## src/rtl/ctrl_pipeline_pkg.sv

```systemverilog
// Shared definitions for the control pipeline: bundle widths, bundle bit positions,
// forwarding-select encodings, stage register layouts and their bubble constants.
package ctrl_pipeline_pkg;

  localparam int unsigned REG_AW = 5;  // register index width
  localparam int unsigned EX_W   = 5;  // {ALUop(3), ALUsrc(1), RegDst(1)}
  localparam int unsigned MEM_W  = 2;  // {MEM_cs(1), MEM_we(1)}
  localparam int unsigned WB_W   = 1;  // {Reg_we(1)}

  // EX bundle bit positions
  localparam int unsigned EX_ALUOP_MSB = 4;
  localparam int unsigned EX_ALUOP_LSB = 2;
  localparam int unsigned EX_ALUSRC    = 1;
  localparam int unsigned EX_REGDST    = 0;

  // MEM bundle bit positions
  localparam int unsigned MEM_CS = 1;
  localparam int unsigned MEM_WE = 0;

  // WB bundle bit positions
  localparam int unsigned WB_REG_WE = 0;

  // Operand select encodings
  localparam logic [1:0] FWD_RF  = 2'b00;
  localparam logic [1:0] FWD_WB  = 2'b01;
  localparam logic [1:0] FWD_MEM = 2'b10;

  typedef struct packed {
    logic              valid;
    logic [EX_W-1:0]   ex;
    logic [MEM_W-1:0]  mem;
    logic [WB_W-1:0]   wb;
    logic [REG_AW-1:0] rs;
    logic [REG_AW-1:0] rt;
    logic [REG_AW-1:0] rd;
  } id_ex_t;

  typedef struct packed {
    logic              valid;
    logic [MEM_W-1:0]  mem;
    logic [WB_W-1:0]   wb;
    logic [REG_AW-1:0] dst;
  } ex_mem_t;

  typedef struct packed {
    logic              valid;
    logic [WB_W-1:0]   wb;
    logic              mem_to_reg;
    logic [REG_AW-1:0] dst;
  } mem_wb_t;

  // A bubble is an all-zero stage: not valid, no strobes, register 0.
  localparam id_ex_t  ID_EX_BUBBLE  = '0;
  localparam ex_mem_t EX_MEM_BUBBLE = '0;
  localparam mem_wb_t MEM_WB_BUBBLE = '0;

  function automatic logic [EX_W-1:0] make_ex(logic [2:0] alu_op, logic alu_src,
                                               logic reg_dst);
    logic [EX_W-1:0] r;
    r = '0;
    r[EX_ALUOP_MSB:EX_ALUOP_LSB] = alu_op;
    r[EX_ALUSRC]                 = alu_src;
    r[EX_REGDST]                 = reg_dst;
    return r;
  endfunction

  // Memory read: chip select without write enable.
  function automatic logic is_load(logic [MEM_W-1:0] mem);
    return mem[MEM_CS] & ~mem[MEM_WE];
  endfunction

  // EX/MEM result is younger than MEM/WB, so it wins.
  function automatic logic [1:0] fwd_sel(logic mem_hit, logic wb_hit);
    if (mem_hit) begin
      return FWD_MEM;
    end else if (wb_hit) begin
      return FWD_WB;
    end
    return FWD_RF;
  endfunction

endpackage

```

## src/rtl/ctrl_pipeline_if.sv

```systemverilog
// Decode-to-pipeline control bus.
//   slave  : the pipeline (consumes decode bundles, drives stage control and hazard info)
//   master : the decode side (drives decode bundles and flush, observes stage control)
interface ctrl_pipeline_if;

  logic                                   id_valid_i;
  logic [ctrl_pipeline_pkg::EX_W-1:0]     id_ex_ctrl_i;
  logic [ctrl_pipeline_pkg::MEM_W-1:0]    id_mem_ctrl_i;
  logic [ctrl_pipeline_pkg::WB_W-1:0]     id_wb_ctrl_i;
  logic [ctrl_pipeline_pkg::REG_AW-1:0]   id_rs_i;
  logic [ctrl_pipeline_pkg::REG_AW-1:0]   id_rt_i;
  logic [ctrl_pipeline_pkg::REG_AW-1:0]   id_rd_i;
  logic                                   flush_i;

  logic [ctrl_pipeline_pkg::EX_W-1:0]     ex_ctrl_o;
  logic [ctrl_pipeline_pkg::REG_AW-1:0]   ex_rs_o;
  logic [ctrl_pipeline_pkg::REG_AW-1:0]   ex_rt_o;
  logic [ctrl_pipeline_pkg::REG_AW-1:0]   ex_dst_o;
  logic [ctrl_pipeline_pkg::MEM_W-1:0]    mem_ctrl_o;
  logic [ctrl_pipeline_pkg::REG_AW-1:0]   mem_dst_o;
  logic                                   wb_we_o;
  logic                                   wb_mem_to_reg_o;
  logic [ctrl_pipeline_pkg::REG_AW-1:0]   wb_dst_o;
  logic                                   stall_o;
  logic [1:0]                             fwd_a_o;
  logic [1:0]                             fwd_b_o;

  modport slave (
    input  id_valid_i, id_ex_ctrl_i, id_mem_ctrl_i, id_wb_ctrl_i,
    input  id_rs_i, id_rt_i, id_rd_i, flush_i,
    output ex_ctrl_o, ex_rs_o, ex_rt_o, ex_dst_o, mem_ctrl_o, mem_dst_o,
    output wb_we_o, wb_mem_to_reg_o, wb_dst_o, stall_o, fwd_a_o, fwd_b_o
  );

  modport master (
    output id_valid_i, id_ex_ctrl_i, id_mem_ctrl_i, id_wb_ctrl_i,
    output id_rs_i, id_rt_i, id_rd_i, flush_i,
    input  ex_ctrl_o, ex_rs_o, ex_rt_o, ex_dst_o, mem_ctrl_o, mem_dst_o,
    input  wb_we_o, wb_mem_to_reg_o, wb_dst_o, stall_o, fwd_a_o, fwd_b_o
  );

endinterface

```

## src/rtl/ctrl_pipeline_stage_reg.sv

```systemverilog
// Generic pipeline stage register with asynchronous active-low reset.
// Each edge it loads either d_i or the bubble value (bubble_i=1).
//   clk_i     clock, rising edge
//   rst_n_i   asynchronous active-low reset, clears to BubbleVal
//   bubble_i  load BubbleVal instead of d_i
//   d_i       next stage contents
//   q_o       current stage contents
module pipe_stage_reg #(
  parameter int unsigned      Width     = 8,
  parameter logic [Width-1:0] BubbleVal = '0
) (
  input  logic             clk_i,
  input  logic             rst_n_i,
  input  logic             bubble_i,
  input  logic [Width-1:0] d_i,
  output logic [Width-1:0] q_o
);

  logic [Width-1:0] stage_q;

  always_ff @(posedge clk_i or negedge rst_n_i) begin
    if (!rst_n_i) begin
      stage_q <= BubbleVal;
    end else if (bubble_i) begin
      stage_q <= BubbleVal;
    end else begin
      stage_q <= d_i;
    end
  end

  assign q_o = stage_q;

endmodule

```

## src/rtl/ctrl_pipeline.sv

```systemverilog
// Control pipeline: carries decoded EX/MEM/WB control bundles and register indices through
// the ID/EX, EX/MEM and MEM/WB stage registers, inserts bubbles on flush and load-use
// stall, and produces operand-forwarding selects.
//   clk_i    clock, rising edge
//   rst_n_i  asynchronous active-low reset; empties every stage
//   bus      ctrl_pipeline_if.slave: decode bundles/indices and flush in; per-stage control,
//            destinations, stall request and fwd_a/fwd_b selects out
module ctrl_pipeline
  import ctrl_pipeline_pkg::*;
(
  input  logic              clk_i,
  input  logic              rst_n_i,
  ctrl_pipeline_if.slave    bus
);

  id_ex_t  id_ex_d,  id_ex_q;
  ex_mem_t ex_mem_d, ex_mem_q;
  mem_wb_t mem_wb_d, mem_wb_q;

  logic [REG_AW-1:0] ex_dst;
  logic              load_in_ex;
  logic              stall;
  logic              id_bubble;
  logic              mem_hit_a, mem_hit_b, wb_hit_a, wb_hit_b;
  logic              mem_writes, wb_writes;

  // ---------------------------------------------------------------------------
  // Hazard detection and next-stage contents
  // ---------------------------------------------------------------------------
  always_comb begin
    ex_dst     = id_ex_q.ex[EX_REGDST] ? id_ex_q.rd : id_ex_q.rt;
    load_in_ex = id_ex_q.valid & is_load(id_ex_q.mem);

    // rt is compared for every opcode: occasionally stalls needlessly, never misses.
    stall = load_in_ex & (ex_dst != '0) & bus.id_valid_i & ~bus.flush_i &
            ((ex_dst == bus.id_rs_i) | (ex_dst == bus.id_rt_i));

    id_bubble = bus.flush_i | stall | ~bus.id_valid_i;

    id_ex_d = '{
      valid: 1'b1,
      ex:    bus.id_ex_ctrl_i,
      mem:   bus.id_mem_ctrl_i,
      wb:    bus.id_wb_ctrl_i,
      rs:    bus.id_rs_i,
      rt:    bus.id_rt_i,
      rd:    bus.id_rd_i
    };

    ex_mem_d = '{
      valid: id_ex_q.valid,
      mem:   id_ex_q.mem,
      wb:    id_ex_q.wb,
      dst:   ex_dst
    };

    mem_wb_d = '{
      valid:      ex_mem_q.valid,
      wb:         ex_mem_q.wb,
      mem_to_reg: is_load(ex_mem_q.mem),
      dst:        ex_mem_q.dst
    };
  end

  // ---------------------------------------------------------------------------
  // Stage registers; only ID/EX can take a bubble, later stages always advance
  // ---------------------------------------------------------------------------
  pipe_stage_reg #(
    .Width     ($bits(id_ex_t)),
    .BubbleVal (ID_EX_BUBBLE)
  ) u_id_ex (
    .clk_i    (clk_i),
    .rst_n_i  (rst_n_i),
    .bubble_i (id_bubble),
    .d_i      (id_ex_d),
    .q_o      (id_ex_q)
  );

  pipe_stage_reg #(
    .Width     ($bits(ex_mem_t)),
    .BubbleVal (EX_MEM_BUBBLE)
  ) u_ex_mem (
    .clk_i    (clk_i),
    .rst_n_i  (rst_n_i),
    .bubble_i (1'b0),
    .d_i      (ex_mem_d),
    .q_o      (ex_mem_q)
  );

  pipe_stage_reg #(
    .Width     ($bits(mem_wb_t)),
    .BubbleVal (MEM_WB_BUBBLE)
  ) u_mem_wb (
    .clk_i    (clk_i),
    .rst_n_i  (rst_n_i),
    .bubble_i (1'b0),
    .d_i      (mem_wb_d),
    .q_o      (mem_wb_q)
  );

  // ---------------------------------------------------------------------------
  // Forwarding: only valid, register-writing, non-r0 producers qualify
  // ---------------------------------------------------------------------------
  always_comb begin
    mem_writes = ex_mem_q.valid & ex_mem_q.wb[WB_REG_WE] & (ex_mem_q.dst != '0);
    wb_writes  = mem_wb_q.valid & mem_wb_q.wb[WB_REG_WE] & (mem_wb_q.dst != '0);
    mem_hit_a  = mem_writes & (ex_mem_q.dst == id_ex_q.rs);
    mem_hit_b  = mem_writes & (ex_mem_q.dst == id_ex_q.rt);
    wb_hit_a   = wb_writes & (mem_wb_q.dst == id_ex_q.rs);
    wb_hit_b   = wb_writes & (mem_wb_q.dst == id_ex_q.rt);
  end

  // ---------------------------------------------------------------------------
  // Outputs
  // ---------------------------------------------------------------------------
  assign bus.ex_ctrl_o       = id_ex_q.ex;
  assign bus.ex_rs_o         = id_ex_q.rs;
  assign bus.ex_rt_o         = id_ex_q.rt;
  assign bus.ex_dst_o        = ex_dst;
  assign bus.mem_ctrl_o      = ex_mem_q.mem;
  assign bus.mem_dst_o       = ex_mem_q.dst;
  assign bus.wb_we_o         = mem_wb_q.valid & mem_wb_q.wb[WB_REG_WE];
  assign bus.wb_mem_to_reg_o = mem_wb_q.mem_to_reg;
  assign bus.wb_dst_o        = mem_wb_q.dst;
  assign bus.stall_o         = stall;
  assign bus.fwd_a_o         = fwd_sel(mem_hit_a, wb_hit_a);
  assign bus.fwd_b_o         = fwd_sel(mem_hit_b, wb_hit_b);

endmodule

```

## src/flat_wrapper.sv

```systemverilog
// flat-port wrapper written by rule: the top's interface ports become plain ports
module ctrl_pipeline_flat import ctrl_pipeline_pkg::*;
  (clk_i, rst_n_i, bus_id_valid_i, bus_id_ex_ctrl_i, bus_id_mem_ctrl_i, bus_id_wb_ctrl_i, bus_id_rs_i, bus_id_rt_i, bus_id_rd_i, bus_flush_i, bus_ex_ctrl_o, bus_ex_rs_o, bus_ex_rt_o, bus_ex_dst_o, bus_mem_ctrl_o, bus_mem_dst_o, bus_wb_we_o, bus_wb_mem_to_reg_o, bus_wb_dst_o, bus_stall_o, bus_fwd_a_o, bus_fwd_b_o);
  ctrl_pipeline_if bus_i ();
  input  logic clk_i;
  input  logic rst_n_i;
  input wire logic [$bits(bus_i.id_valid_i)-1:0] bus_id_valid_i;
  input wire logic [$bits(bus_i.id_ex_ctrl_i)-1:0] bus_id_ex_ctrl_i;
  input wire logic [$bits(bus_i.id_mem_ctrl_i)-1:0] bus_id_mem_ctrl_i;
  input wire logic [$bits(bus_i.id_wb_ctrl_i)-1:0] bus_id_wb_ctrl_i;
  input wire logic [$bits(bus_i.id_rs_i)-1:0] bus_id_rs_i;
  input wire logic [$bits(bus_i.id_rt_i)-1:0] bus_id_rt_i;
  input wire logic [$bits(bus_i.id_rd_i)-1:0] bus_id_rd_i;
  input wire logic [$bits(bus_i.flush_i)-1:0] bus_flush_i;
  output wire logic [$bits(bus_i.ex_ctrl_o)-1:0] bus_ex_ctrl_o;
  output wire logic [$bits(bus_i.ex_rs_o)-1:0] bus_ex_rs_o;
  output wire logic [$bits(bus_i.ex_rt_o)-1:0] bus_ex_rt_o;
  output wire logic [$bits(bus_i.ex_dst_o)-1:0] bus_ex_dst_o;
  output wire logic [$bits(bus_i.mem_ctrl_o)-1:0] bus_mem_ctrl_o;
  output wire logic [$bits(bus_i.mem_dst_o)-1:0] bus_mem_dst_o;
  output wire logic [$bits(bus_i.wb_we_o)-1:0] bus_wb_we_o;
  output wire logic [$bits(bus_i.wb_mem_to_reg_o)-1:0] bus_wb_mem_to_reg_o;
  output wire logic [$bits(bus_i.wb_dst_o)-1:0] bus_wb_dst_o;
  output wire logic [$bits(bus_i.stall_o)-1:0] bus_stall_o;
  output wire logic [$bits(bus_i.fwd_a_o)-1:0] bus_fwd_a_o;
  output wire logic [$bits(bus_i.fwd_b_o)-1:0] bus_fwd_b_o;
  assign bus_i.id_valid_i = bus_id_valid_i;
  assign bus_i.id_ex_ctrl_i = bus_id_ex_ctrl_i;
  assign bus_i.id_mem_ctrl_i = bus_id_mem_ctrl_i;
  assign bus_i.id_wb_ctrl_i = bus_id_wb_ctrl_i;
  assign bus_i.id_rs_i = bus_id_rs_i;
  assign bus_i.id_rt_i = bus_id_rt_i;
  assign bus_i.id_rd_i = bus_id_rd_i;
  assign bus_i.flush_i = bus_flush_i;
  assign bus_ex_ctrl_o = bus_i.ex_ctrl_o;
  assign bus_ex_rs_o = bus_i.ex_rs_o;
  assign bus_ex_rt_o = bus_i.ex_rt_o;
  assign bus_ex_dst_o = bus_i.ex_dst_o;
  assign bus_mem_ctrl_o = bus_i.mem_ctrl_o;
  assign bus_mem_dst_o = bus_i.mem_dst_o;
  assign bus_wb_we_o = bus_i.wb_we_o;
  assign bus_wb_mem_to_reg_o = bus_i.wb_mem_to_reg_o;
  assign bus_wb_dst_o = bus_i.wb_dst_o;
  assign bus_stall_o = bus_i.stall_o;
  assign bus_fwd_a_o = bus_i.fwd_a_o;
  assign bus_fwd_b_o = bus_i.fwd_b_o;
  ctrl_pipeline u_core (.clk_i(clk_i), .rst_n_i(rst_n_i), .bus(bus_i));
endmodule
```

## config.mk

```make
export PLATFORM = sky130hd
export DESIGN_NAME = ctrl_pipeline_flat
export DESIGN_NICKNAME = d
export VERILOG_FILES = /design/src/rtl/ctrl_pipeline_pkg.sv /design/src/rtl/ctrl_pipeline_if.sv /design/src/rtl/ctrl_pipeline_stage_reg.sv /design/src/rtl/ctrl_pipeline.sv /design/src/flat_wrapper.sv
export SDC_FILE = /design/constraint.sdc
export NUM_CORES = 1
export LEC_CHECK = 0
export BUFFER_PORTS_ARGS = -buffer_cell sky130_fd_sc_hd__buf_2
export CAP_MARGIN = 0
export CORE_ASPECT_RATIO = 0.7
export CORE_UTILIZATION = 35
export DETAILED_ROUTE_END_ITERATION = 6
export PLACE_DENSITY = 0.63
export SETUP_SLACK_MARGIN = 0.05
export SLEW_MARGIN = 20
export SYNTH_ARGS = -nofsm -noshare
export SYNTH_HDL_FRONTEND = slang
export SYNTH_SLANG_ARGS = --single-unit
```

## constraint.sdc

```tcl
create_clock -name clk_i -period 4.3 [get_ports clk_i]
set_input_delay 0.86 -clock clk_i [delete_from_list [all_inputs] [get_ports clk_i]]
set_output_delay 0.86 -clock clk_i [all_outputs]
set_load 0.02 [all_outputs]
```

Yosys cells after proc, flatten, opt, wreduce, memory -nomap -nowiden --
Index checks and enable logic that the tools add are counted.
Word-level totals: flip-flop bits (word level) 41, input bits 27, output and inout port bits 39, logic and storage cells 46
Cells by class: equal/unequal tests 6, muxes and demuxes 12, bitwise gates (word level) 22, reduce and logical (&&, ||, !) cells 3
Operators by type and width (number):
- $eq 5x5->1 | 6
- $mux 24 | 1
- $and 1x1->1 | 15
- $reduce_bool 5->1 | 3
- $mux 2 | 6
- $mux 5 | 1
- $mux 1 | 4
- $not 1->1 | 4
- $or 1x1->1 | 3

Longest topological paths before layout --
Gate-level depths: netlist of the first run.
word-level depth 10, gate-level depth with buffers 8, gate-level depth less buffers 6

Cells and area by module --
Synthesis of the first run repeated with hierarchy kept, for this count alone.
Unflattened totals: cell total of the unflattened synthesis 152, area, all modules 1910.6 µm²
Modules (own cells, without submodules):
- pipe_stage_reg (u_core.u_id_ex) | times used 1, cells an instance 50, area an instance 813.3 µm², sequential area each 600.6 µm²
- ctrl_pipeline | times used 1, cells an instance 68, area an instance 565.5 µm², sequential area each 0.0 µm²
- pipe_stage_reg (u_core.u_ex_mem) | times used 1, cells an instance 18, area an instance 281.5 µm², sequential area each 225.2 µm²
- pipe_stage_reg (u_core.u_mem_wb) | times used 1, cells an instance 16, area an instance 250.2 µm², sequential area each 200.2 µm²

Least setup slack after synthesis of the first run --
No wires, ideal clock.
path kind register to output, start point reg u_core.u_ex_mem.stage_q[0], in the netlist u_core.u_ex_mem.q_o[0], end point out bus_fwd_a_o[0], arrival 2.033 ns, required time 3.440 ns, setup slack 1.407 ns, stages on the path, launching flop included 5, path buffers 0, path through dfrtp_1 or4_1 o211ai_1 nor4_1 nor4_1
Between the ends: word-level cells in the longest chain between the ends 5, elaborated cells between the ends (all ways) 7
Ends and longest elaborated chain:
- start, declared | line ctrl_pipeline_stage_reg.sv:19 | logic [Width-1:0] stage_q;
- start signal, assigned | line ctrl_pipeline_stage_reg.sv:23 | stage_q <= BubbleVal;
- start signal, assigned | line ctrl_pipeline_stage_reg.sv:25 | stage_q <= BubbleVal;
- start signal, assigned | line ctrl_pipeline_stage_reg.sv:27 | stage_q <= d_i;
- $reduce_bool 5->1 | line ctrl_pipeline.sv:105 | mem_writes = ex_mem_q.valid & ex_mem_q.wb[WB_REG_WE] & (ex_mem_q.dst != '0);
- $and 1x1->1 | line ctrl_pipeline.sv:105
- $and 1x1->1 * | line ctrl_pipeline.sv:107 | mem_hit_a = mem_writes & (ex_mem_q.dst == id_ex_q.rs);
- $mux 2 or $mux 1 (tied branches) | line ctrl_pipeline_pkg.sv:74 | if (mem_hit) begin
- $mux 2 * | line ctrl_pipeline_pkg.sv:79 | return FWD_RF;
- end, declared | line flat_wrapper.sv:25 | output wire logic [$bits(bus_i.fwd_a_o)-1:0] bus_fwd_a_o;
Every way passes the cells marked *; elsewhere a longest branch is shown, timed or not.

Worst setup path in the final report of the first run --
start point reg u_core.u_ex_mem.stage_q[0], in the netlist u_core.u_ex_mem.q_o[0], end point out bus_fwd_b_o[0]
Between the ends: word-level cells in the longest chain between the ends 5, elaborated cells between the ends (all ways) 7
Ends and longest elaborated chain:
- $reduce_bool 5->1 | line ctrl_pipeline.sv:105
- $and 1x1->1 | line ctrl_pipeline.sv:105
- $and 1x1->1 * | line ctrl_pipeline.sv:108 | mem_hit_b = mem_writes & (ex_mem_q.dst == id_ex_q.rt);
- $mux 2 or $mux 1 (tied branches) | line ctrl_pipeline_pkg.sv:74
- $mux 2 * | line ctrl_pipeline_pkg.sv:79
- end, declared | line flat_wrapper.sv:26 | output wire logic [$bits(bus_i.fwd_b_o)-1:0] bus_fwd_b_o;
Marked as above.

==> impl_results.html, run 1 <==
<table>
<tr><th>Metric</th><th>Value</th></tr>
<tr><th colspan="2">Floorplanning</th></tr>
<tr><td>DIE HEIGHT</td><td>65.57 um</td></tr>
<tr><td>Core region area</td><td>0.005395 mm2</td></tr>
<tr><td>Number of standard-cell rows in the floorplan</td><td>22</td></tr>
<tr><td>Number of ports placed on the die boundary</td><td>66</td></tr>
<tr><td>Chip width</td><td>92.82 um</td></tr>
<tr><td>Effective utilization at floorplan</td><td>37.45%</td></tr>
<tr><td>Die area</td><td>0.006086 mm2</td></tr>
<tr><th colspan="2">Clock tree</th></tr>
<tr><td>Maximum buffer depth of the clock tree</td><td>2</td></tr>
<tr><td>Clk_lat worst skew</td><td>0.29 ns</td></tr>
<tr><td>Hold Buf Count CTS</td><td>0</td></tr>
<tr><td>Buffer count from post-CTS setup fixing</td><td>0</td></tr>
<tr><td>TritonCTS clock tree</td><td>yes</td></tr>
<tr><td>Number of sinks on the clock net</td><td>41</td></tr>
<tr><td>Root buf cell</td><td>clkbuf_8</td></tr>
<tr><td>Post-CTS sizing</td><td>0</td></tr>
<tr><td>Clock Pin Slew Worst Setup and Hold Paths</td><td>0.07 ns</td></tr>
<tr><td># H-tree levels</td><td>2</td></tr>
<tr><td>Number of buffers created by CTS</td><td>5</td></tr>
<tr><th colspan="2">Cells and area</th></tr>
<tr><td>Final net count</td><td>251</td></tr>
<tr><td>Final-layout fill cell count</td><td>546</td></tr>
<tr><td>Post-synthesis to final-layout area growth</td><td>14.92%</td></tr>
<tr><td>Final design instance area without fill</td><td>0.002322 mm2</td></tr>
<tr><td>Flip-flop and latch area</td><td>0.001026 mm2</td></tr>
<tr><td>Proportion of layout cells with a drive suffix above 1</td><td>44.00%</td></tr>
<tr><td>Final core area utilization</td><td>43.04%</td></tr>
<tr><td>Multi-input gate area</td><td>734.5 um2</td></tr>
<tr><td>Antenna diode instance count</td><td>0</td></tr>
<tr><th colspan="2">Routing</th></tr>
<tr><td>Post-detailed-routing wire length</td><td>3.896 mm</td></tr>
<tr><td>DRC errors left</td><td>0</td></tr>
<tr><td>Detail-routed via count per cell</td><td>4.397</td></tr>
<tr><td>Total number of vias</td><td>1,306</td></tr>
<tr><td>Antenna viol nets, final</td><td>0</td></tr>
<tr><td>Average detailed-routed wire length per instance</td><td>13.12 um</td></tr>
<tr><td>Number of design-rule violations left by the first detailed-router iteration</td><td>81</td></tr>
<tr><td>First-pass iteration count of the detailed router</td><td>4</td></tr>
<tr><th colspan="2">Global routing</th></tr>
<tr><td>Via count of the first global-routing pass</td><td>1,298</td></tr>
<tr><td>Total track usage</td><td>13.95%</td></tr>
<tr><td>Antenna violations before repair</td><td>0</td></tr>
<tr><td>Pin count of the biggest net entering global routing</td><td>42</td></tr>
<tr><td>Overflow after GRT</td><td>0</td></tr>
<tr><td>First-pass GRT wire length</td><td>6.361 mm</td></tr>
<tr><th colspan="2">Synthesis</th></tr>
<tr><td>Synthesized-area fraction occupied by ao, oa, aoi and oai cells</td><td>1.672%</td></tr>
<tr><td>Warnings from Yosys</td><td>0</td></tr>
<tr><td>Fraction of the yosys area taken by sequential cells</td><td>50.77%</td></tr>
<tr><td>Fraction of the mapped netlist area in simple logic gates</td><td>17.15%</td></tr>
<tr><td>Post-synth EDFFs</td><td>0</td></tr>
<tr><td>Share of synthesized flip-flops with an asynchronous set or reset</td><td>100.0%</td></tr>
<tr><td>Syn Inst Count</td><td>183</td></tr>
<tr><td>Syn Nets</td><td>210</td></tr>
<tr><td>Prevailing post-synth register cell</td><td>dfrtp_1</td></tr>
<tr><td>Combinational family with the most area after synthesis</td><td>simple AND/OR/NAND/NOR gates</td></tr>
<tr><td>Register bit count reported by yosys</td><td>41</td></tr>
<tr><td>Distinct cells, synth</td><td>25</td></tr>
<tr><td>Fraction of synthesized cell area in xor and xnor cells</td><td>13.00%</td></tr>
<tr><td>Post-synthesis mux area share</td><td>4.396%</td></tr>
<tr><td>Mean cell area of the mapped netlist</td><td>11.04 um2</td></tr>
<tr><td>Combined area of all synthesized cells</td><td>0.002021 mm2</td></tr>
<tr><td>Fraction of the mapped netlist area in adder cells</td><td>0%</td></tr>
<tr><th colspan="2">Worst setup path</th></tr>
<tr><td>Type of destination of the critical path</td><td>output port</td></tr>
<tr><td>Crit path arrival time</td><td>2.08 ns</td></tr>
<tr><td>CP Class</td><td>flop to output port</td></tr>
<tr><td>Highest fanout seen on the critical path</td><td>5</td></tr>
<tr><td>Minimum setup slack among reg-to-reg paths</td><td>2.12 ns</td></tr>
<tr><td>Worst Setup Start Kind</td><td>flop</td></tr>
<tr><td>Worst path required time</td><td>3.44 ns</td></tr>
<tr><th colspan="2">Power and ir drop</th></tr>
<tr><td>Sequential share of power</td><td>50.3%</td></tr>
<tr><td>Switching part of the total power</td><td>23.93%</td></tr>
<tr><td>Internal power consumption</td><td>0.6324 mW</td></tr>
<tr><td>Combinational power share</td><td>12.0%</td></tr>
<tr><td>Net load switching power</td><td>0.1989 mW</td></tr>
<tr><td>Leakage power total</td><td>1.274 nW</td></tr>
<tr><td>Share of power burned in the clock network</td><td>37.7%</td></tr>
<tr><td>Pwr/cell area</td><td>358.0 mW/mm2</td></tr>
<tr><td>Peak supply drop</td><td>0.2025 mV</td></tr>
<tr><th colspan="2">STA</th></tr>
<tr><td>Measured slew at the worst slew-check pin</td><td>0.8768 ns</td></tr>
<tr><td>Clock Skew</td><td>0.003446 ns</td></tr>
<tr><td>Number of failing hold endpoints at the final stage</td><td>0</td></tr>
<tr><td>Unrepaired setup endpoints after global routing</td><td>false</td></tr>
<tr><td>Setup TNS</td><td>0 ns</td></tr>
<tr><td>Normalized max-slew margin</td><td>41.55%</td></tr>
<tr><td>Number of setup violations in the final report</td><td>0</td></tr>
<tr><td>Max Fclk</td><td>340.3 MHz</td></tr>
<tr><td>Final slew viol count</td><td>0</td></tr>
<tr><td>Final Cycle Share</td><td>68.34%</td></tr>
<tr><td>Crit path time final</td><td>2.939 ns</td></tr>
<tr><th colspan="2">Placed design</th></tr>
<tr><td>Instance area after placement</td><td>0.002206 mm2</td></tr>
<tr><td>Input/output buffers</td><td>65</td></tr>
<tr><td>HPWL Detailed</td><td>3.004 mm</td></tr>
<tr><td>Routability congestion estimate</td><td>0.7700</td></tr>
<tr><th colspan="2">Outcome</th></tr>
<tr><td>Run status</td><td>completed</td></tr>
<tr><th colspan="2">Flow run</th></tr>
<tr><td>Number of maximum-capacitance constraint violations</td><td>0</td></tr>
<tr><th colspan="2">Worst hold path</th></tr>
<tr><td>Type of the tightest min-delay check</td><td>flop to flop</td></tr>
</table>
registers in the layout, indices dropped and copies added, names as in the netlist:
register and count:
u_core.u_mem_wb.q_o 8, u_core.u_id_ex.q_o 24, u_core.u_ex_mem.q_o 9
cell usage in the layout, fill, tap and decap left out, drive strengths merged, types with 4 or more instances in the layout:
master / netlist / final
clkbuf: 3 / 7
xnor2: 14 / 14
nor2: 23 / 23
nand2: 23 / 23
or4: 4 / 4
nand3: 4 / 4
inv: 4 / 4
mux2i: 4 / 4
nor4: 4 / 4
xor2: 16 / 16
dfrtp: 41 / 41
buf: 30 / 67
logic make-up (layout without fill, tap and decap cells):
logic type      Yosys count  after routing
simple gates             66             66
xor+xnor                 30             30
flops                    41             41
mux                       5              5
compound gates            4              4
buf+inv                  37             79
cell type report:
class	count	area share [%]
Clock buffer	7	3.718
Clock inverter	1	1.293
Inverter	4	0.6466
Multi-Input combinational cell	105	31.63
Sequential cell	41	44.18
Tap cell	72	3.879
Timing Repair Buffer	67	14.66
stage by stage:
step / setup WS, ns / instances / power (mW) / hold WS (ns)
after global routing: 1.173 / 297 / 0.8711 / 0.3612
final: 1.361 / 297 / 0.8313 / 0.3568
after floorplan: 1.407 / 183 / 0.4973 / 0.3312
after CTS: 1.322 / 297 / 0.8444 / 0.3587
after global placement: 1.511 / 289 / 0.5263 / 0.3372
after detailed placement: 1.478 / 289 / 0.5277 / 0.3411
Yosys cell counts, types with 4 or more instances:
cell,number,share of area (%)
or4_1,4,1.5
xor2_1,16,6.9
nor4_1,4,1.2
buf_4,27,10
nand2_1,23,4.3
dfrtp_1,41,51
xnor2_1,14,6.1
nor2_1,4,0.74
nand3_1,4,0.99
nor2_2,19,5.9
inv_1,4,0.74
per-layer routing:
layer  track usage (%)  up-vias  wire length, um
met2             19.67       54             1628
met4             4.038        0               37
met3             4.514        5              338
li1                  -      636                -
met1             20.23      611             1890
met5                 0        -                0
path summary, 6_finish.rpt:
check,cells past startpoint,from,end
setup / recovery,5,u_core.u_ex_mem.q_o[0],bus_fwd_b_o[0]
min in group asynchronous,1,rst_n_i,u_core.u_id_ex.q_o[8]
setup reg to reg,7,u_core.u_id_ex.q_o[18],u_core.u_id_ex.q_o[1]
hold reg to reg,0,u_core.u_id_ex.q_o[15],u_core.u_ex_mem.q_o[5]
hold / removal,0,u_core.u_id_ex.q_o[15],u_core.u_ex_mem.q_o[5]
max in group asynchronous,1,rst_n_i,u_core.u_ex_mem.q_o[6]
worst max-delay path, cell delays in order, from the launching register on:
cell and delay [ns]:
dfrtp_1 0.44, or4_1 0.53, o211ai_1 0.22, nor4_1 0.11
nor4_1 0.28, buf_2 0.21
power groups by stage:
stage	sequential, mW	clock, mW	combinational (mW)
global route	0.421	0.340	0.110
CTS	0.419	0.324	0.101
floorplan	0.421	0	0.0763
detailed placement	0.426	0	0.101
finish	0.418	0.314	0.0995
global placement	0.426	0	0.100
No activity file was read; power rests on OpenSTA's default activity.
==> run 2: changes to the inputs <==
clock period = 2.85 ns   (was 4.3 ns; I/O delays follow)
==> impl_results.html, run 2 (synthesized netlist as in run 1, its figures left out) <==
<table>
<tr><th>Metric</th><th>Value</th></tr>
<tr><th colspan="2">Floorplanning</th></tr>
<tr><td>DIE HEIGHT</td><td>65.57 um (unchanged)</td></tr>
<tr><td>Effective utilization at floorplan</td><td>37.45% (unchanged)</td></tr>
<tr><td>Chip width</td><td>92.82 um (unchanged)</td></tr>
<tr><td>Die area</td><td>0.006086 mm2 (unchanged)</td></tr>
<tr><td>Number of ports placed on the die boundary</td><td>66 (unchanged)</td></tr>
<tr><td>Number of standard-cell rows in the floorplan</td><td>22 (unchanged)</td></tr>
<tr><td>Core region area</td><td>0.005395 mm2 (unchanged)</td></tr>
<tr><th colspan="2">Cells and area</th></tr>
<tr><td>Flip-flop and latch area</td><td>0.001027 mm2 (was 0.001026 mm2)</td></tr>
<tr><td>Max reg flops</td><td>24 (unchanged)</td></tr>
<tr><td>Antenna diode instance count</td><td>0 (unchanged)</td></tr>
<tr><td>Proportion of layout cells with a drive suffix above 1</td><td>43.56% (was 44.00%)</td></tr>
<tr><td>Commonest non-fill, non-tap cell in the layout</td><td>buf_2 (unchanged)</td></tr>
<tr><td>Most frequent cells in the layout</td><td>buf_2, dfrtp_1, nand2_1, nor2_2, xor2_1 (unchanged)</td></tr>
<tr><td>Post-synthesis to final-layout area growth</td><td>13.19% (was 14.92%)</td></tr>
<tr><td>Final design instance area without fill</td><td>0.002287 mm2 (was 0.002322 mm2)</td></tr>
<tr><td>Final-layout fill cell count</td><td>545 (was 546)</td></tr>
<tr><td>Final net count</td><td>251 (unchanged)</td></tr>
<tr><td>Multi-input gate area</td><td>734.5 um2 (unchanged)</td></tr>
<tr><th colspan="2">Clock tree</th></tr>
<tr><td>Maximum buffer depth of the clock tree</td><td>2 (unchanged)</td></tr>
<tr><td>Clock Pin Slew Worst Setup and Hold Paths</td><td>0.07 ns (about the same)</td></tr>
<tr><td>Root buf cell</td><td>clkbuf_8 (unchanged)</td></tr>
<tr><td>Clk_lat worst skew</td><td>0.29 ns (about the same)</td></tr>
<tr><td>Hold Buf Count CTS</td><td>0 (unchanged)</td></tr>
<tr><td>TritonCTS clock tree</td><td>yes (unchanged)</td></tr>
<tr><td># H-tree levels</td><td>2 (unchanged)</td></tr>
<tr><td>Number of sinks on the clock net</td><td>41 (unchanged)</td></tr>
<tr><td>Number of buffers created by CTS</td><td>5 (unchanged)</td></tr>
<tr><th colspan="2">STA</th></tr>
<tr><td>Clock Skew</td><td>0.003474 ns (was 0.003446 ns)</td></tr>
<tr><td>Setup TNS</td><td>0 ns (unchanged)</td></tr>
<tr><td>Unrepaired setup endpoints after global routing</td><td>false (unchanged)</td></tr>
<tr><td>Number of failing hold endpoints at the final stage</td><td>0 (unchanged)</td></tr>
<tr><td>Crit path time final</td><td>2.676 ns</td></tr>
<tr><td>Final Cycle Share</td><td>93.89%</td></tr>
<tr><td>Number of setup violations in the final report</td><td>0 (unchanged)</td></tr>
<tr><td>Fin worst setup slack</td><td>0.1741 ns (was 1.361 ns)</td></tr>
<tr><td>Normalized max-slew margin</td><td>39.61% (was 41.55%)</td></tr>
<tr><td>Final slew viol count</td><td>0 (unchanged)</td></tr>
<tr><td>Measured slew at the worst slew-check pin</td><td>0.9058 ns (was 0.8768 ns)</td></tr>
<tr><td>Max Fclk</td><td>373.7 MHz</td></tr>
<tr><th colspan="2">Worst setup path</th></tr>
<tr><td>Maximum cell stage delay along the critical path</td><td>0.53 ns (about the same)</td></tr>
<tr><td>Crit-path slowest cell</td><td>or4_1 (unchanged)</td></tr>
<tr><td>CP Class</td><td>flop to output port (unchanged)</td></tr>
<tr><td>Worst path most repeated cell</td><td>nor4_1 (unchanged)</td></tr>
<tr><td>Type of destination of the critical path</td><td>output port (unchanged)</td></tr>
<tr><td>Highest fanout seen on the critical path</td><td>5 (unchanged)</td></tr>
<tr><td>Cell type group with the largest total delay on the critical path</td><td>simple AND/OR/NAND/NOR gates (unchanged)</td></tr>
<tr><td>Crit path arrival time</td><td>2.11 ns (was 2.08 ns)</td></tr>
<tr><td>Crit path buffers/inverters</td><td>1 (unchanged)</td></tr>
<tr><td>Critical path cell sequence</td><td>or4_1 -&gt; o211ai_1 -&gt; nor4_1 -&gt; nor4_1 -&gt; buf_2 (unchanged)</td></tr>
<tr><td>Worst path required time</td><td>2.28 ns (was 3.44 ns)</td></tr>
<tr><td>Worst Setup Start Kind</td><td>flop (unchanged)</td></tr>
<tr><th colspan="2">Power and ir drop</th></tr>
<tr><td>Leakage power total</td><td>1.254 nW (was 1.274 nW)</td></tr>
<tr><td>Peak supply drop</td><td>0.2025 mV (about the same)</td></tr>
<tr><td>Pwr/cell area</td><td>498.8 mW/mm2 (was 358.0 mW/mm2)</td></tr>
<tr><th colspan="2">Placed design</th></tr>
<tr><td>Input/output buffers</td><td>65 (unchanged)</td></tr>
<tr><td>HPWL Detailed</td><td>3.129 mm (was 3.004 mm)</td></tr>
<tr><td>Pre-CTS WS</td><td>0.4779 ns (was 1.478 ns)</td></tr>
<tr><td>Routability congestion estimate</td><td>0.8041 (was 0.7700)</td></tr>
<tr><td>Instance area after placement</td><td>0.002206 mm2 (unchanged)</td></tr>
<tr><th colspan="2">Flow run</th></tr>
<tr><td>Number of maximum-capacitance constraint violations</td><td>0 (unchanged)</td></tr>
<tr><th colspan="2">Global routing</th></tr>
<tr><td>Antenna violations before repair</td><td>0 (unchanged)</td></tr>
<tr><td>Total track usage</td><td>14.94% (was 13.95%)</td></tr>
<tr><td>Pin count of the biggest net entering global routing</td><td>42 (unchanged)</td></tr>
<tr><td>First-pass GRT wire length</td><td>6.810 mm (was 6.361 mm)</td></tr>
<tr><td>Overflow after GRT</td><td>0 (unchanged)</td></tr>
<tr><td>Via count of the first global-routing pass</td><td>1,302 (was 1,298)</td></tr>
<tr><th colspan="2">Routing</th></tr>
<tr><td>Detail-routed via count per cell</td><td>4.431 (was 4.397)</td></tr>
<tr><td>Number of design-rule violations left by the first detailed-router iteration</td><td>52 (was 81)</td></tr>
<tr><td>First-pass iteration count of the detailed router</td><td>4 (unchanged)</td></tr>
<tr><td>DRC errors left</td><td>0 (unchanged)</td></tr>
<tr><td>Post-detailed-routing wire length</td><td>4.155 mm (was 3.896 mm)</td></tr>
<tr><td>Antenna viol nets, final</td><td>0 (unchanged)</td></tr>
<tr><td>Total number of vias</td><td>1,316 (was 1,306)</td></tr>
<tr><td>Average detailed-routed wire length per instance</td><td>13.99 um (was 13.12 um)</td></tr>
<tr><th colspan="2">Outcome</th></tr>
<tr><td>Run status</td><td>completed (unchanged)</td></tr>
<tr><th colspan="2">Worst hold path</th></tr>
<tr><td>Type of the tightest min-delay check</td><td>flop to flop (unchanged)</td></tr>
</table>
run 2: cell types whose count changed in the layout (fill, tap and decap cells not counted), sizes merged:
cell,before,now
clkbuf,7,8
bufinv,1,0
run 2: power breakdown:
group | total (mW) | internal (mW) | leakage (nW) | switching (mW)
sequential | 0.632 | 0.605 | 0.548 | 0.0267
combinational | 0.152 | 0.0636 | 0.666 | 0.0884
clock | 0.357 | 0.174 | 0.0395 | 0.183
total | 1.14 | 0.843 | 1.25 | 0.298
run 2: routing by layer:
| metal | GRT usage (%) | share of wire (%) |
|---|---|---|
| met1 | 21.68 | 51 |
| met2 | 21.60 | 42 |
| met5 | 0 | 0 |
| met3 | 4.282 | 5.8 |
| met4 | 4.038 | 0.63 |
run 2: final cells by class:
class                   count  share of cell area, %
multi-input cells         105                  32.11
clock buffers               8                  3.501
repair buffers             67                  14.88
inverters                   4                 0.6565
flip-flops and latches     41                  44.91
well taps                  72                  3.939
run 2: final timing paths:
| path | cells after the start | slack (ns) | from | to |
|---|---|---|---|---|
| hold / removal | 0 | 0.36 | u_core.u_id_ex.q_o[15] | u_core.u_ex_mem.q_o[5] |
| setup reg to reg | 7 | 0.80 | u_core.u_id_ex.q_o[18] | u_core.u_id_ex.q_o[0] |
| max in group asynchronous | 1 | 1.81 | rst_n_i | u_core.u_id_ex.q_o[18] |
| setup / recovery | 5 | 0.17 | u_core.u_ex_mem.q_o[0] | bus_fwd_b_o[0] |
| hold reg to reg | 0 | 0.36 | u_core.u_id_ex.q_o[15] | u_core.u_ex_mem.q_o[5] |
| min in group asynchronous | 1 | 0.41 | rst_n_i | u_core.u_id_ex.q_o[6] |
run 2: worst reg2reg max path: stages (launching register included):
cell     delay, ns
dfrtp_2       0.51
mux2i_4       0.34
xnor2_1       0.09
nor3_1        0.20
nand3_1       0.15
a21oi_4       0.16
buf_4         0.36
nor2_1        0.11
run 2: repair_timing:
| action | CTS | global route |
|---|---|---|
| buffers inserted | 0 | 0 |
| endpoints found under the setup margin | 0 | 1 |
| resized for setup | 0 | 1 |
run 2: stage by stage:
stage,util [%],total power [mW],instances,hold WS (ns)
floorplan,-,0.7503,183,0.2744
global placement,40.89,0.7947,289,0.3368
detailed placement,40.89,0.7979,289,0.3418
CTS,42.37,1.156,297,0.3588
global route,42.39,1.205,297,0.3658
finish,42.39,1.141,297,0.3573
==> run 3: changes to the inputs <==
clock period = 3.4 ns   (was 2.85 ns; I/O delays follow)
==> impl_results.html, run 3 (synthesized netlist as in run 1, its figures left out) <==
<table>
<tr><th>Metric</th><th>Value</th></tr>
<tr><th colspan="2">Floorplanning</th></tr>
<tr><td>Chip width</td><td>92.82 um (unchanged)</td></tr>
<tr><td>Effective utilization at floorplan</td><td>37.45% (unchanged)</td></tr>
<tr><td>Number of standard-cell rows in the floorplan</td><td>22 (unchanged)</td></tr>
<tr><td>Die area</td><td>0.006086 mm2 (unchanged)</td></tr>
<tr><td>Core region area</td><td>0.005395 mm2 (unchanged)</td></tr>
<tr><td>Number of ports placed on the die boundary</td><td>66 (unchanged)</td></tr>
<tr><td>DIE HEIGHT</td><td>65.57 um (unchanged)</td></tr>
<tr><th colspan="2">Cells and area</th></tr>
<tr><td>Most frequent cells in the layout</td><td>buf_2, dfrtp_1, nand2_1, nor2_2, xor2_1 (unchanged)</td></tr>
<tr><td>Max reg flops</td><td>24 (unchanged)</td></tr>
<tr><td>Antenna diode instance count</td><td>0 (unchanged)</td></tr>
<tr><td>Post-synthesis to final-layout area growth</td><td>13.13% (was 13.19%)</td></tr>
<tr><td>Commonest non-fill, non-tap cell in the layout</td><td>buf_2 (unchanged)</td></tr>
<tr><td>Proportion of layout cells with a drive suffix above 1</td><td>43.11% (was 43.56%)</td></tr>
<tr><td>Final net count</td><td>251 (unchanged)</td></tr>
<tr><th colspan="2">Power and ir drop</th></tr>
<tr><td>Peak supply drop</td><td>0.1789 mV (was 0.2025 mV)</td></tr>
<tr><td>Share of power burned in the clock network</td><td>31.0% (was 31.3%)</td></tr>
<tr><td>Sequential share of power</td><td>55.7% (was 55.4%)</td></tr>
<tr><td>Internal power consumption</td><td>0.7065 mW (was 0.8429 mW)</td></tr>
<tr><td>Leakage power total</td><td>1.255 nW (was 1.254 nW)</td></tr>
<tr><td>Pwr/cell area</td><td>416.2 mW/mm2 (was 498.8 mW/mm2)</td></tr>
<tr><td>Net load switching power</td><td>0.2449 mW (was 0.2980 mW)</td></tr>
<tr><td>Switching part of the total power</td><td>25.74% (was 26.12%)</td></tr>
<tr><td>Combinational power share</td><td>13.3% (about the same)</td></tr>
<tr><th colspan="2">Clock tree</th></tr>
<tr><td>Number of buffers created by CTS</td><td>5 (unchanged)</td></tr>
<tr><td>Root buf cell</td><td>clkbuf_8 (unchanged)</td></tr>
<tr><td>Number of sinks on the clock net</td><td>41 (unchanged)</td></tr>
<tr><td>Clock Pin Slew Worst Setup and Hold Paths</td><td>0.07 ns (about the same)</td></tr>
<tr><td>Buffer count from post-CTS setup fixing</td><td>0 (unchanged)</td></tr>
<tr><td>TritonCTS clock tree</td><td>yes (unchanged)</td></tr>
<tr><td>Maximum buffer depth of the clock tree</td><td>2 (unchanged)</td></tr>
<tr><td># H-tree levels</td><td>2 (unchanged)</td></tr>
<tr><td>Post-CTS sizing</td><td>0 (unchanged)</td></tr>
<tr><td>Hold Buf Count CTS</td><td>0 (unchanged)</td></tr>
<tr><td>Clk_lat worst skew</td><td>0.28 ns (was 0.29 ns)</td></tr>
<tr><th colspan="2">STA</th></tr>
<tr><td>Fin worst setup slack</td><td>0.5971 ns (was 0.1741 ns)</td></tr>
<tr><td>Final Cycle Share</td><td>82.44%</td></tr>
<tr><td>Unrepaired setup endpoints after global routing</td><td>false (unchanged)</td></tr>
<tr><td>Max Fclk</td><td>356.8 MHz</td></tr>
<tr><td>Clock Skew</td><td>0.002111 ns (was 0.003474 ns)</td></tr>
<tr><td>Number of failing hold endpoints at the final stage</td><td>0 (unchanged)</td></tr>
<tr><td>Number of setup violations in the final report</td><td>0 (unchanged)</td></tr>
<tr><td>Measured slew at the worst slew-check pin</td><td>0.8926 ns (was 0.9058 ns)</td></tr>
<tr><td>Setup TNS</td><td>0 ns (unchanged)</td></tr>
<tr><td>Crit path time final</td><td>2.803 ns</td></tr>
<tr><td>Final slew viol count</td><td>0 (unchanged)</td></tr>
<tr><td>Normalized max-slew margin</td><td>40.50% (was 39.61%)</td></tr>
<tr><th colspan="2">Worst setup path</th></tr>
<tr><td>Worst path most repeated cell</td><td>nor4_1 (unchanged)</td></tr>
<tr><td>Highest fanout seen on the critical path</td><td>5 (unchanged)</td></tr>
<tr><td>Type of destination of the critical path</td><td>output port (unchanged)</td></tr>
<tr><td>CP Class</td><td>flop to output port (unchanged)</td></tr>
<tr><td>Worst Setup Start Kind</td><td>flop (unchanged)</td></tr>
<tr><td>Worst path required time</td><td>2.72 ns (was 2.28 ns)</td></tr>
<tr><td>Cell type group with the largest total delay on the critical path</td><td>simple AND/OR/NAND/NOR gates (unchanged)</td></tr>
<tr><td>Crit path arrival time</td><td>2.12 ns (was 2.11 ns)</td></tr>
<tr><td>Crit path buffers/inverters</td><td>1 (unchanged)</td></tr>
<tr><td>Critical path cell sequence</td><td>or4_1 -&gt; o211ai_1 -&gt; nor4_1 -&gt; nor4_1 -&gt; buf_2 (unchanged)</td></tr>
<tr><td>Crit-path slowest cell</td><td>or4_1 (unchanged)</td></tr>
<tr><td>Maximum cell stage delay along the critical path</td><td>0.54 ns (was 0.53 ns)</td></tr>
<tr><th colspan="2">Routing</th></tr>
<tr><td>Post-detailed-routing wire length</td><td>4.094 mm (was 4.155 mm)</td></tr>
<tr><td>First-pass iteration count of the detailed router</td><td>4 (unchanged)</td></tr>
<tr><td>Average detailed-routed wire length per instance</td><td>13.78 um (was 13.99 um)</td></tr>
<tr><td>Number of design-rule violations left by the first detailed-router iteration</td><td>42 (was 52)</td></tr>
<tr><td>DRC errors left</td><td>0 (unchanged)</td></tr>
<tr><td>Detail-routed via count per cell</td><td>4.347 (was 4.431)</td></tr>
<tr><td>Antenna viol nets, final</td><td>0 (unchanged)</td></tr>
<tr><td>Total number of vias</td><td>1,291 (was 1,316)</td></tr>
<tr><th colspan="2">Global routing</th></tr>
<tr><td>Via count of the first global-routing pass</td><td>1,320 (was 1,302)</td></tr>
<tr><td>Pin count of the biggest net entering global routing</td><td>42 (unchanged)</td></tr>
<tr><td>First-pass GRT wire length</td><td>6.789 mm (was 6.810 mm)</td></tr>
<tr><td>Antenna violations before repair</td><td>0 (unchanged)</td></tr>
<tr><td>Overflow after GRT</td><td>0 (unchanged)</td></tr>
<tr><td>Total track usage</td><td>14.90% (was 14.94%)</td></tr>
<tr><th colspan="2">Flow run</th></tr>
<tr><td>Number of maximum-capacitance constraint violations</td><td>0 (unchanged)</td></tr>
<tr><th colspan="2">Placed design</th></tr>
<tr><td>HPWL Detailed</td><td>3.111 mm (was 3.129 mm)</td></tr>
<tr><td>Routability congestion estimate</td><td>0.8041 (unchanged)</td></tr>
<tr><td>Input/output buffers</td><td>65 (unchanged)</td></tr>
<tr><td>Pre-CTS WS</td><td>0.8951 ns (was 0.4779 ns)</td></tr>
<tr><th colspan="2">Outcome</th></tr>
<tr><td>Run status</td><td>completed (unchanged)</td></tr>
<tr><th colspan="2">Worst hold path</th></tr>
<tr><td>Type of the tightest min-delay check</td><td>flop to flop (unchanged)</td></tr>
</table>
==> run 3: power by group through the flow <==
| stage | registers [mW] | logic (mW) | clock network [mW] |
|---|---|---|---|
| after global routing | 0.533 | 0.141 | 0.332 |
| after floorplan | 0.532 | 0.0965 | 0 |
| after detailed placement | 0.540 | 0.128 | 0 |
| after global placement | 0.539 | 0.127 | 0 |
| final | 0.530 | 0.127 | 0.295 |
| after CTS | 0.530 | 0.129 | 0.309 |
==> run 3: worst paths after layout <==
check / from / end / slack [ns] / depth (start not counted)
setup reg to reg: u_core.u_id_ex.q_o[18] / u_core.u_id_ex.q_o[0] / 1.21 / 7
hold reg to reg: u_core.u_id_ex.q_o[15] / u_core.u_ex_mem.q_o[5] / 0.36 / 0
max in group asynchronous: rst_n_i / u_core.u_ex_mem.q_o[5] / 2.33 / 1
hold / removal: u_core.u_id_ex.q_o[15] / u_core.u_ex_mem.q_o[5] / 0.36 / 0
setup / recovery: u_core.u_ex_mem.q_o[0] / bus_fwd_b_o[0] / 0.60 / 5
min in group asynchronous: rst_n_i / u_core.u_id_ex.q_o[1] / 0.52 / 1
==> run 3: routing by layer <==
layer,vias to the layer above,GRT usage [%],wire [um]
met1,602,20.89,2081
met3,7,3.935,218
met5,-,0,0
met4,0,4.615,44
met2,50,22.43,1749
li1,632,-,-
==> run 3: final cells by class <==
class                      instances  area [um2]
timing repair buffer              67       340.3
inverter                           4       15.01
sequential                        41        1026
fill                             553        3109
multi-input combinational        105       734.5
tap                               72       90.09
clock buffer                       8       80.08
==> run 3: through the flow <==
stage          instance area (um2)  total power, mW  std cells  utilization (%)  hold WS, ns
2_1_floorplan                 2021           0.6289        183                -       0.3312
3_3_place_gp                  2206           0.6661        289            40.89       0.3367
3_5_place_dp                  2206           0.6682        289            40.89       0.3418
4_1_cts                       2286           0.9679        297            42.37       0.3583
5_1_grt                       2286            1.006        297            42.37       0.3655
6_report                      2286           0.9513        297            42.37       0.3558
